<file path="src/rtl/option_pkg.sv">
// Shared constants and FSM state type for the option payoff datapath.
package option_pkg;

  localparam int unsigned PRICE_W = 12;

  typedef enum logic [1:0] {
    StIdle,
    StRun,
    StDone
  } state_e;

endpackage

</file>
<file path="src/rtl/payoff_calc.sv">
// Call payoff max(P-K, 0) on unsigned prices; purely combinational.
module payoff_calc
  import option_pkg::*;
(
  input  logic [PRICE_W-1:0] price_i,
  input  logic [PRICE_W-1:0] strike_i,
  output logic [PRICE_W-1:0] payoff_o
);

  assign payoff_o = (price_i > strike_i) ? (price_i - strike_i) : '0;

endmodule

</file>
<file path="src/rtl/payoff_accum.sv">
// Accumulates per-path call payoffs over 2^PATHS_LOG2 paths of 2^DAYS_LOG2 samples.
// Define ASIAN_PAYOFF_EN to price on the path average instead of the last-day sample.
module payoff_accum
  import option_pkg::*;
#(
  parameter int unsigned DAYS_LOG2  = 3,
  parameter int unsigned PATHS_LOG2 = 10
) (
  input  logic                          clk,
  input  logic                          rst_n,
  input  logic                          start_i,
  input  logic [PRICE_W-1:0]            strike_i,
  input  logic                          in_valid_i,
  input  logic [PRICE_W-1:0]            in_path_i,
  output logic                          busy_o,
  output logic                          done_o,
  output logic [PRICE_W+PATHS_LOG2-1:0] payoff_sum_o,
  output logic [PRICE_W-1:0]            payoff_mean_o
);

  // Counters keep at least one bit so a single-day or single-path build still elaborates.
  localparam int unsigned DayW  = (DAYS_LOG2 > 0) ? DAYS_LOG2 : 1;
  localparam int unsigned PathW = (PATHS_LOG2 > 0) ? PATHS_LOG2 : 1;
  localparam int unsigned SumW  = PRICE_W + PATHS_LOG2;

  localparam logic [DayW-1:0]  LastDay  = DayW'((1 << DAYS_LOG2) - 1);
  localparam logic [PathW-1:0] LastPath = PathW'((1 << PATHS_LOG2) - 1);

  state_e               state_q;
  logic                 busy_q, done_q;
  logic [PRICE_W-1:0]   strike_q;
  logic [DayW-1:0]      day_q;
  logic [PathW-1:0]     path_q;
  logic [SumW-1:0]      acc_q, sum_q;
  logic [PRICE_W-1:0]   mean_q;

  logic                 accept, last_day, last_path;
  logic [PRICE_W-1:0]   price, payoff;
  logic [SumW-1:0]      acc_next;
  logic [PRICE_W-1:0]   mean_next;

  assign accept    = (state_q == StRun) && in_valid_i;
  assign last_day  = (day_q == LastDay);
  assign last_path = (path_q == LastPath);

`ifdef ASIAN_PAYOFF_EN
  localparam int unsigned AvgW = PRICE_W + DAYS_LOG2;

  logic [AvgW-1:0] day_sum_q, day_sum_next;

  // The current sample is folded in before averaging so the last day counts.
  assign day_sum_next = day_sum_q + AvgW'(in_path_i);
  assign price        = PRICE_W'(day_sum_next >> DAYS_LOG2);

  always_ff @(posedge clk or negedge rst_n) begin
    if (!rst_n) begin
      day_sum_q <= '0;
    end else if ((state_q == StIdle) && start_i) begin
      day_sum_q <= '0;
    end else if (accept) begin
      day_sum_q <= last_day ? '0 : day_sum_next;
    end
  end
`else
  assign price = in_path_i;
`endif

  payoff_calc u_payoff_calc (
    .price_i  (price),
    .strike_i (strike_q),
    .payoff_o (payoff)
  );

  assign acc_next  = acc_q + SumW'(payoff);
  assign mean_next = PRICE_W'(acc_next >> PATHS_LOG2);

  always_ff @(posedge clk or negedge rst_n) begin
    if (!rst_n) begin
      state_q  <= StIdle;
      busy_q   <= 1'b0;
      done_q   <= 1'b0;
      strike_q <= '0;
      day_q    <= '0;
      path_q   <= '0;
      acc_q    <= '0;
      sum_q    <= '0;
      mean_q   <= '0;
    end else begin
      unique case (state_q)
        StIdle: begin
          done_q <= 1'b0;
          if (start_i) begin
            state_q  <= StRun;
            busy_q   <= 1'b1;
            strike_q <= strike_i;
            day_q    <= '0;
            path_q   <= '0;
            acc_q    <= '0;
          end
        end
        StRun: begin
          if (in_valid_i) begin
            day_q <= last_day ? '0 : day_q + 1'b1;
            if (last_day) begin
              acc_q  <= acc_next;
              path_q <= last_path ? '0 : path_q + 1'b1;
              // Results are registered here so they appear together with done.
              if (last_path) begin
                state_q <= StDone;
                busy_q  <= 1'b0;
                done_q  <= 1'b1;
                sum_q   <= acc_next;
                mean_q  <= mean_next;
              end
            end
          end
        end
        StDone: begin
          done_q  <= 1'b0;
          state_q <= StIdle;
        end
        default: begin
          state_q <= StIdle;
          busy_q  <= 1'b0;
          done_q  <= 1'b0;
        end
      endcase
    end
  end

  assign busy_o        = busy_q;
  assign done_o        = done_q;
  assign payoff_sum_o  = sum_q;
  assign payoff_mean_o = mean_q;

endmodule

</file>
<file path="config.mk">
export PLATFORM = sky130hd
export DESIGN_NAME = payoff_accum
export DESIGN_NICKNAME = d
export VERILOG_FILES = /design/src/rtl/option_pkg.sv /design/src/rtl/payoff_calc.sv /design/src/rtl/payoff_accum.sv
export SDC_FILE = /design/constraint.sdc
export NUM_CORES = 1
export LEC_CHECK = 0
export CAP_MARGIN = 10
export CORE_ASPECT_RATIO = 2
export CORE_UTILIZATION = 59
export DETAILED_ROUTE_END_ITERATION = 8
export GPL_TIMING_DRIVEN = 1
export PLACE_DENSITY = 0.82
export SLEW_MARGIN = 20
export SYNTH_ARGS = -nofsm -noshare
export SYNTH_HDL_FRONTEND = slang
export SYNTH_SLANG_ARGS = --single-unit
</file>
<file path="constraint.sdc">
create_clock -name clk -period 6.9 [get_ports clk]
set_input_delay 1.38 -clock clk [delete_from_list [all_inputs] [get_ports clk]]
set_output_delay 1.38 -clock clk [all_outputs]
set_load 0.005 [all_outputs]
</file>
==> qor.txt <==
final standard cell utilization of the core: 0.731
per-cell routed wire length: 16.6 um
Post-DP Area: 0.00499 sq mm
number of clock sinks: 73
post-DR vias/cell: 5.97
1st-pass router iterations: 4
via count of the first global-routing pass: 3576
Die Outline Area: 0.00779 sq mm
Period Utilization, post-route: 0.852
die extent in y: 124 um
gr ovfl total: 0
required time at the endpoint of the critical path: 7.12 ns
post-synthesis cell type count: 50
pre-CTS worst setup slack: 0.686 ns
power per cell area: 270 mW/mm^2
worst-case setup margin in the final layout: 1.02 ns
Hold Crit Class: reg -> reg
relative area change from synthesis to final layout: 20.4%
Finished Layout Cells: 619
Flop pwr share: 0.371
Max IR drop VDD: 0.183 mV
Main synth FF type: sky130_fd_sc_hd__dfrtp_1
Antenna Cells: 0
largest net degree at the start of global routing: 74
minimum period implied by the final worst setup slack: 5.88 ns
final hold slack: 0.467 ns
row cnt: 44
clock-pin transition on the worst setup and hold timing paths: 0.05 ns
Hold Buf Count CTS: 0
total DRC errors in the routed layout: 0
async set-or-reset flop fraction in the synthesized netlist: 1.00
Worst R2R Path Depth: 16
Longest Clk Path Bufs: 2
Avg Cell Area, Syn: 9.26 sq um
sequential area share after synthesis: 0.417
global-route wire length before repair: 16.7 mm
leakage power figure: 2.43 nW
number of levels the H-tree was split into: 3
dpl hpwl: 7.62 mm
worst-case clock skew: 0.00736 ns
pins over their slew limit: 0
portion of total power attributed to the clock network: 0.308
sum of negative setup slack: 0 ns
startpoint type of the worst setup path: input port
number of nets produced by synthesis: 530
headroom to the max-slew limit: 0.383
buffers added on ports: 63
layout net count: 580
core region area: 0.00721 sq mm
number of instances resized during post-cts repair: 0
overall power after layout: 1.43 mW
number of hold violations in the final report: 0
post-synthesis sequential element count: 73
Net Sw Frac: 0.335
met1 track utilization from global routing: 0.300
unrepaired setup endpoints after global routing: no
number of setup buffers added after CTS: 0
EDFF count, synth: 0
peak-usage layer in the global routing report: met2
number of maximum-capacitance constraint violations: 0
sort of element at the end of the critical path: register
share of final-layout standard cells stronger than drive strength 1: 0.0702
Inst Count DP: 604
setup violators final: 0
Post-Layout Inst Area: 0.00527 sq mm
GR Util met2: 0.514
outcome: finished, final reports clean
number of antenna violations at the first check in global routing: 0
clock root cell: sky130_fd_sc_hd__clkbuf_16
Cell Area, Synth: 0.00438 sq mm
effective utilization at floorplan: 0.607
I/O Pins: 64
Filler cells: 556
DRC marker count from the first detailed-route iteration: 206
final wirelength: 10.3 mm
cell taking the most area after synthesis: sky130_fd_sc_hd__dfrtp_1
global routing usage summed across all routing layers: 0.286
Crit path arrival time: 6.10 ns
placer's final routability congestion estimate: 0.886
cell-internal power: 0.949 mW
FMAX: 0.170 GHz
hold depth: 2
category of the critical setup timing path: in -> reg
fraction of synthesized cell area taken by the top area cell type: 0.417
number of synthesis warnings: 0
vias post-DR: 3694
Area contributors post-synth: sky130_fd_sc_hd__dfrtp_1 42%, sky130_fd_sc_hd__ha_1 7.7%, sky130_fd_sc_hd__nand2_1 5.9%
GRT met3 Usage: 0.0577
critical path peak fanout: 19
Die Wd: 62.9 um
part of the total power dissipated in combinational logic: 0.321
Synth Instances: 473
clock tree from TritonCTS: done
number of CTS-inserted buffers: 9
insertion delay to the later sink of the worst-skew pair: 0.34 ns
transition at the pin with the smallest max-transition slack: 0.926 ns
count of nets left with antenna violations after detail routing: 0
net switching power: 0.477 mW
cells in the mapped netlist (all sizes together) (7+ instances only):
| cell | n |
|---|---|
| a31oi | 8 |
| nand4 | 7 |
| a21o | 8 |
| ha | 27 |
| nor2b | 7 |
| nor2 | 25 |
| xnor2 | 16 |
| a211oi | 7 |
| xor2 | 11 |
| a21oi | 16 |
| inv | 19 |
| buf | 16 |
| o21ai | 44 |
| nand3 | 16 |
| o211ai | 10 |
| a22o | 15 |
| clkbuf | 12 |
| nand2 | 69 |
| o21a | 9 |
| nor3 | 13 |
| dfrtp | 73 |
cells in the final DEF, fill, tap and decap left out, types with 10 or more instances in the layout:
cell	Yosys	layout
sky130_fd_sc_hd__nor3_1	13	13
sky130_fd_sc_hd__clkdlybuf4s50_1	0	62
sky130_fd_sc_hd__ha_1	27	27
sky130_fd_sc_hd__o21ai_0	42	42
sky130_fd_sc_hd__inv_1	19	19
sky130_fd_sc_hd__xnor2_1	16	16
sky130_fd_sc_hd__xor2_1	11	11
sky130_fd_sc_hd__a22o_1	15	15
sky130_fd_sc_hd__o211ai_1	10	10
sky130_fd_sc_hd__dfrtp_1	73	73
sky130_fd_sc_hd__nand3_1	16	16
sky130_fd_sc_hd__nor2_1	25	25
sky130_fd_sc_hd__a21oi_1	16	16
sky130_fd_sc_hd__nand2_1	69	69
logic make-up after synthesis:
logic type | share of synthesized area
adder cells (fa/ha/maj) | 0.0863
buffers and inverters | 0.0528
AO/OA/AOI/OAI | 0.202
flip-flops | 0.417
multiplexers | 0.00771
AND/OR/NAND/NOR | 0.180
XOR/XNOR | 0.0540
final timing paths:
check	start	endpoint	slack, ns
setup / recovery	in_path_i[7]	payoff_sum_o[16]	1.02
hold / removal	payoff_sum_o[8]	payoff_sum_o[8]	0.47
setup reg to reg	strike_q[7]	payoff_sum_o[16]	2.13
hold reg to reg	payoff_sum_o[8]	payoff_sum_o[8]	0.47
max in group asynchronous	rst_n	day_q[0]	5.03
min in group asynchronous	rst_n	strike_q[10]	1.25
critical path, stage by stage:
cell and delay (ns):
sky130_fd_sc_hd__clkdlybuf4s50_1 0.40, sky130_fd_sc_hd__ha_1 0.37, sky130_fd_sc_hd__a21o_1 0.20, sky130_fd_sc_hd__or3_1 0.34
sky130_fd_sc_hd__o21ai_0 0.23, sky130_fd_sc_hd__o21ai_0 0.13, sky130_fd_sc_hd__o211ai_1 0.43, sky130_fd_sc_hd__nor2_1 0.09
sky130_fd_sc_hd__ha_1 0.25, sky130_fd_sc_hd__fa_1 0.44, sky130_fd_sc_hd__a211oi_2 0.27, sky130_fd_sc_hd__o21ai_2 0.12
sky130_fd_sc_hd__o2111a_1 0.28, sky130_fd_sc_hd__a2111oi_4 0.81, sky130_fd_sc_hd__nor3_1 0.09, sky130_fd_sc_hd__o31a_1 0.26
routing by layer:
layer	routed length, um	vias up
met5	0	-
met4	450	0
met3	359	34
met2	5710	105
met1	3780	1770
li1	-	1785
cell type report:
cell class                 count  area, sq um  share of cell area
tap                           92          115              0.0218
clock buffer                  12          267              0.0505
inverter                      19         71.3              0.0135
timing repair buffer          67          656               0.124
sequential                    73         1830               0.346
clock inverter                 3         15.0             0.00285
multi-input combinational    353         2320               0.440
state kept, by name, indices dropped and copies added, names as in the netlist:
register       count
acc_q             22
busy_o             1
payoff_sum_o      21
strike_q          12
payoff_mean_o      1
state_q            2
day_q              3
path_q            10
done_o             1
power by group through the flow:
stage          clock network, mW  registers (mW)  logic (mW)
5_1_grt                    0.459           0.537       0.510
6_report                   0.439           0.530       0.457
3_3_place_gp                   0           0.534       0.444
4_1_cts                    0.445           0.529       0.458
2_1_floorplan                  0           0.522       0.341
3_5_place_dp                   0           0.535       0.456
(Power assumes the default switching activity.)
==> variant (same flow settings) <==
The parameter `PATHS_LOG2` goes from 10 to 9.
--- a/src/rtl/payoff_accum.sv
+++ b/src/rtl/payoff_accum.sv
@@ -5,5 +5,5 @@
 #(
   parameter int unsigned DAYS_LOG2  = 3,
-  parameter int unsigned PATHS_LOG2 = 10
+  parameter int unsigned PATHS_LOG2 = 9
 ) (
   input  logic                          clk,
Interface: changed (resized payoff_sum_o); port bits go from 64 to 63. The function was not compared with the original's and may differ.
==> variant against the unedited design <==
- routed wire length decreased by 4.8%
- setup slack improved by 0.50 ns
- count of clock-buffer cells in the layout decreased by 3
- power increased by 9.5%
- final area decreased by 2.6%
- utilization increased by 0.88 points
- area after synthesis decreased by 2.5%
- sequential cell count decreased by 3
- critical path type unchanged
==> variant: results (changes against the unedited design) <==
Run status
  • Outcome: finished, final reports clean

Placed design
  • IO buf count: 62 (-1.6%)
  • DP HPWL: 7160 um (-6.1%)
  • Cells after DPL: 607 (+0.50%)
  • Place WS: 1.18 ns (+0.490 ns)

Synthesis
  • Mapped Nets: 540 (+1.9%)
  • Sequential-to-total area share from yosys stat: 0.410 (-0.00683)
  • XOR/XNOR Fraction of Synth Area: 0.0410 (-0.0130)
  • Post-Synth Adder-Cell Area: 0.0914 (+0.00515)
  • Post-synthesis mux area share: 0.00527 (-0.00244)
  • Synth top cells by count: dfrtp_1 (70), nand2_1 (68), o21ai_0 (56)

Critical path
  • Critical Path End: acc_q[8]
  • Reg2reg path depth: 15 (-1)
  • Slowest-stage cell, CP: clkdlybuf4s50_1
  • Crit path from: in_path_i[0]
  • Crit Path Max Fanout: 13 (-6)
  • CP peak stage delay: 0.46 ns (-0.35 ns)
  • Critical Path AT: 5.61 ns (-0.49 ns)

Finish
  • Max FFs per register: 21 (-4.5%)
  • Layout cells sized above 1: 0.0507 (-0.0196)

Power
  • Leak Pwr: 2.36 nW (-2.9%)
  • Peak supply drop: 0.221 mV (+21%)

GRT
  • Grt met1 use: 0.259 (-0.0410)
  • GRT Util Overall: 0.280 (-0.00579)
  • Grt met3 use: 0.0604 (+0.00272)

Routing
  • Via density per instance: 5.94 (-0.40%)
  • Routed length on met2: 5430 um (-4.8%)
  • Met3 WL: 319 um (-11%)

Min path
  • WHS Endpoint: payoff_sum_o[5]
==> variant: per-stage QoR <==
stage	instance area, sq um	hold WS, ns
CTS	5130	0.477
detailed placement	4860	0.463
global placement	4860	0.459
finish	5130	0.472
global route	5130	0.515
floorplan	4270	0.442
==> variant: final cells by class <==
type	instances	area (sq um)
repair buffers	65	638
clock inverters	7	48.8
well taps	90	113
flip-flops and latches	70	1750
clock buffers	9	225
multi-input cells	354	2250
inverters	28	105
fillers	536	1810
==> variant: worst reg2reg max path, cell delays in order (launching register included) <==
cell	delay, ns
dfrtp_1	0.38
ha_1	0.21
fa_1	0.38
nor2b_1	0.20
o31ai_1	0.12
a21oi_1	0.19
o31ai_1	0.10
a211o_1	0.42
nor3_1	0.23
ha_1	0.30
nor2b_1	0.16
o31a_1	0.27
o21a_1	0.22
o311a_1	0.31
or3_1	0.33
a32o_1	0.27
==> variant: power by group <==
part           switching [mW]  internal (mW)
clock network           0.184          0.243
registers              0.0421          0.474
logic                   0.365          0.253
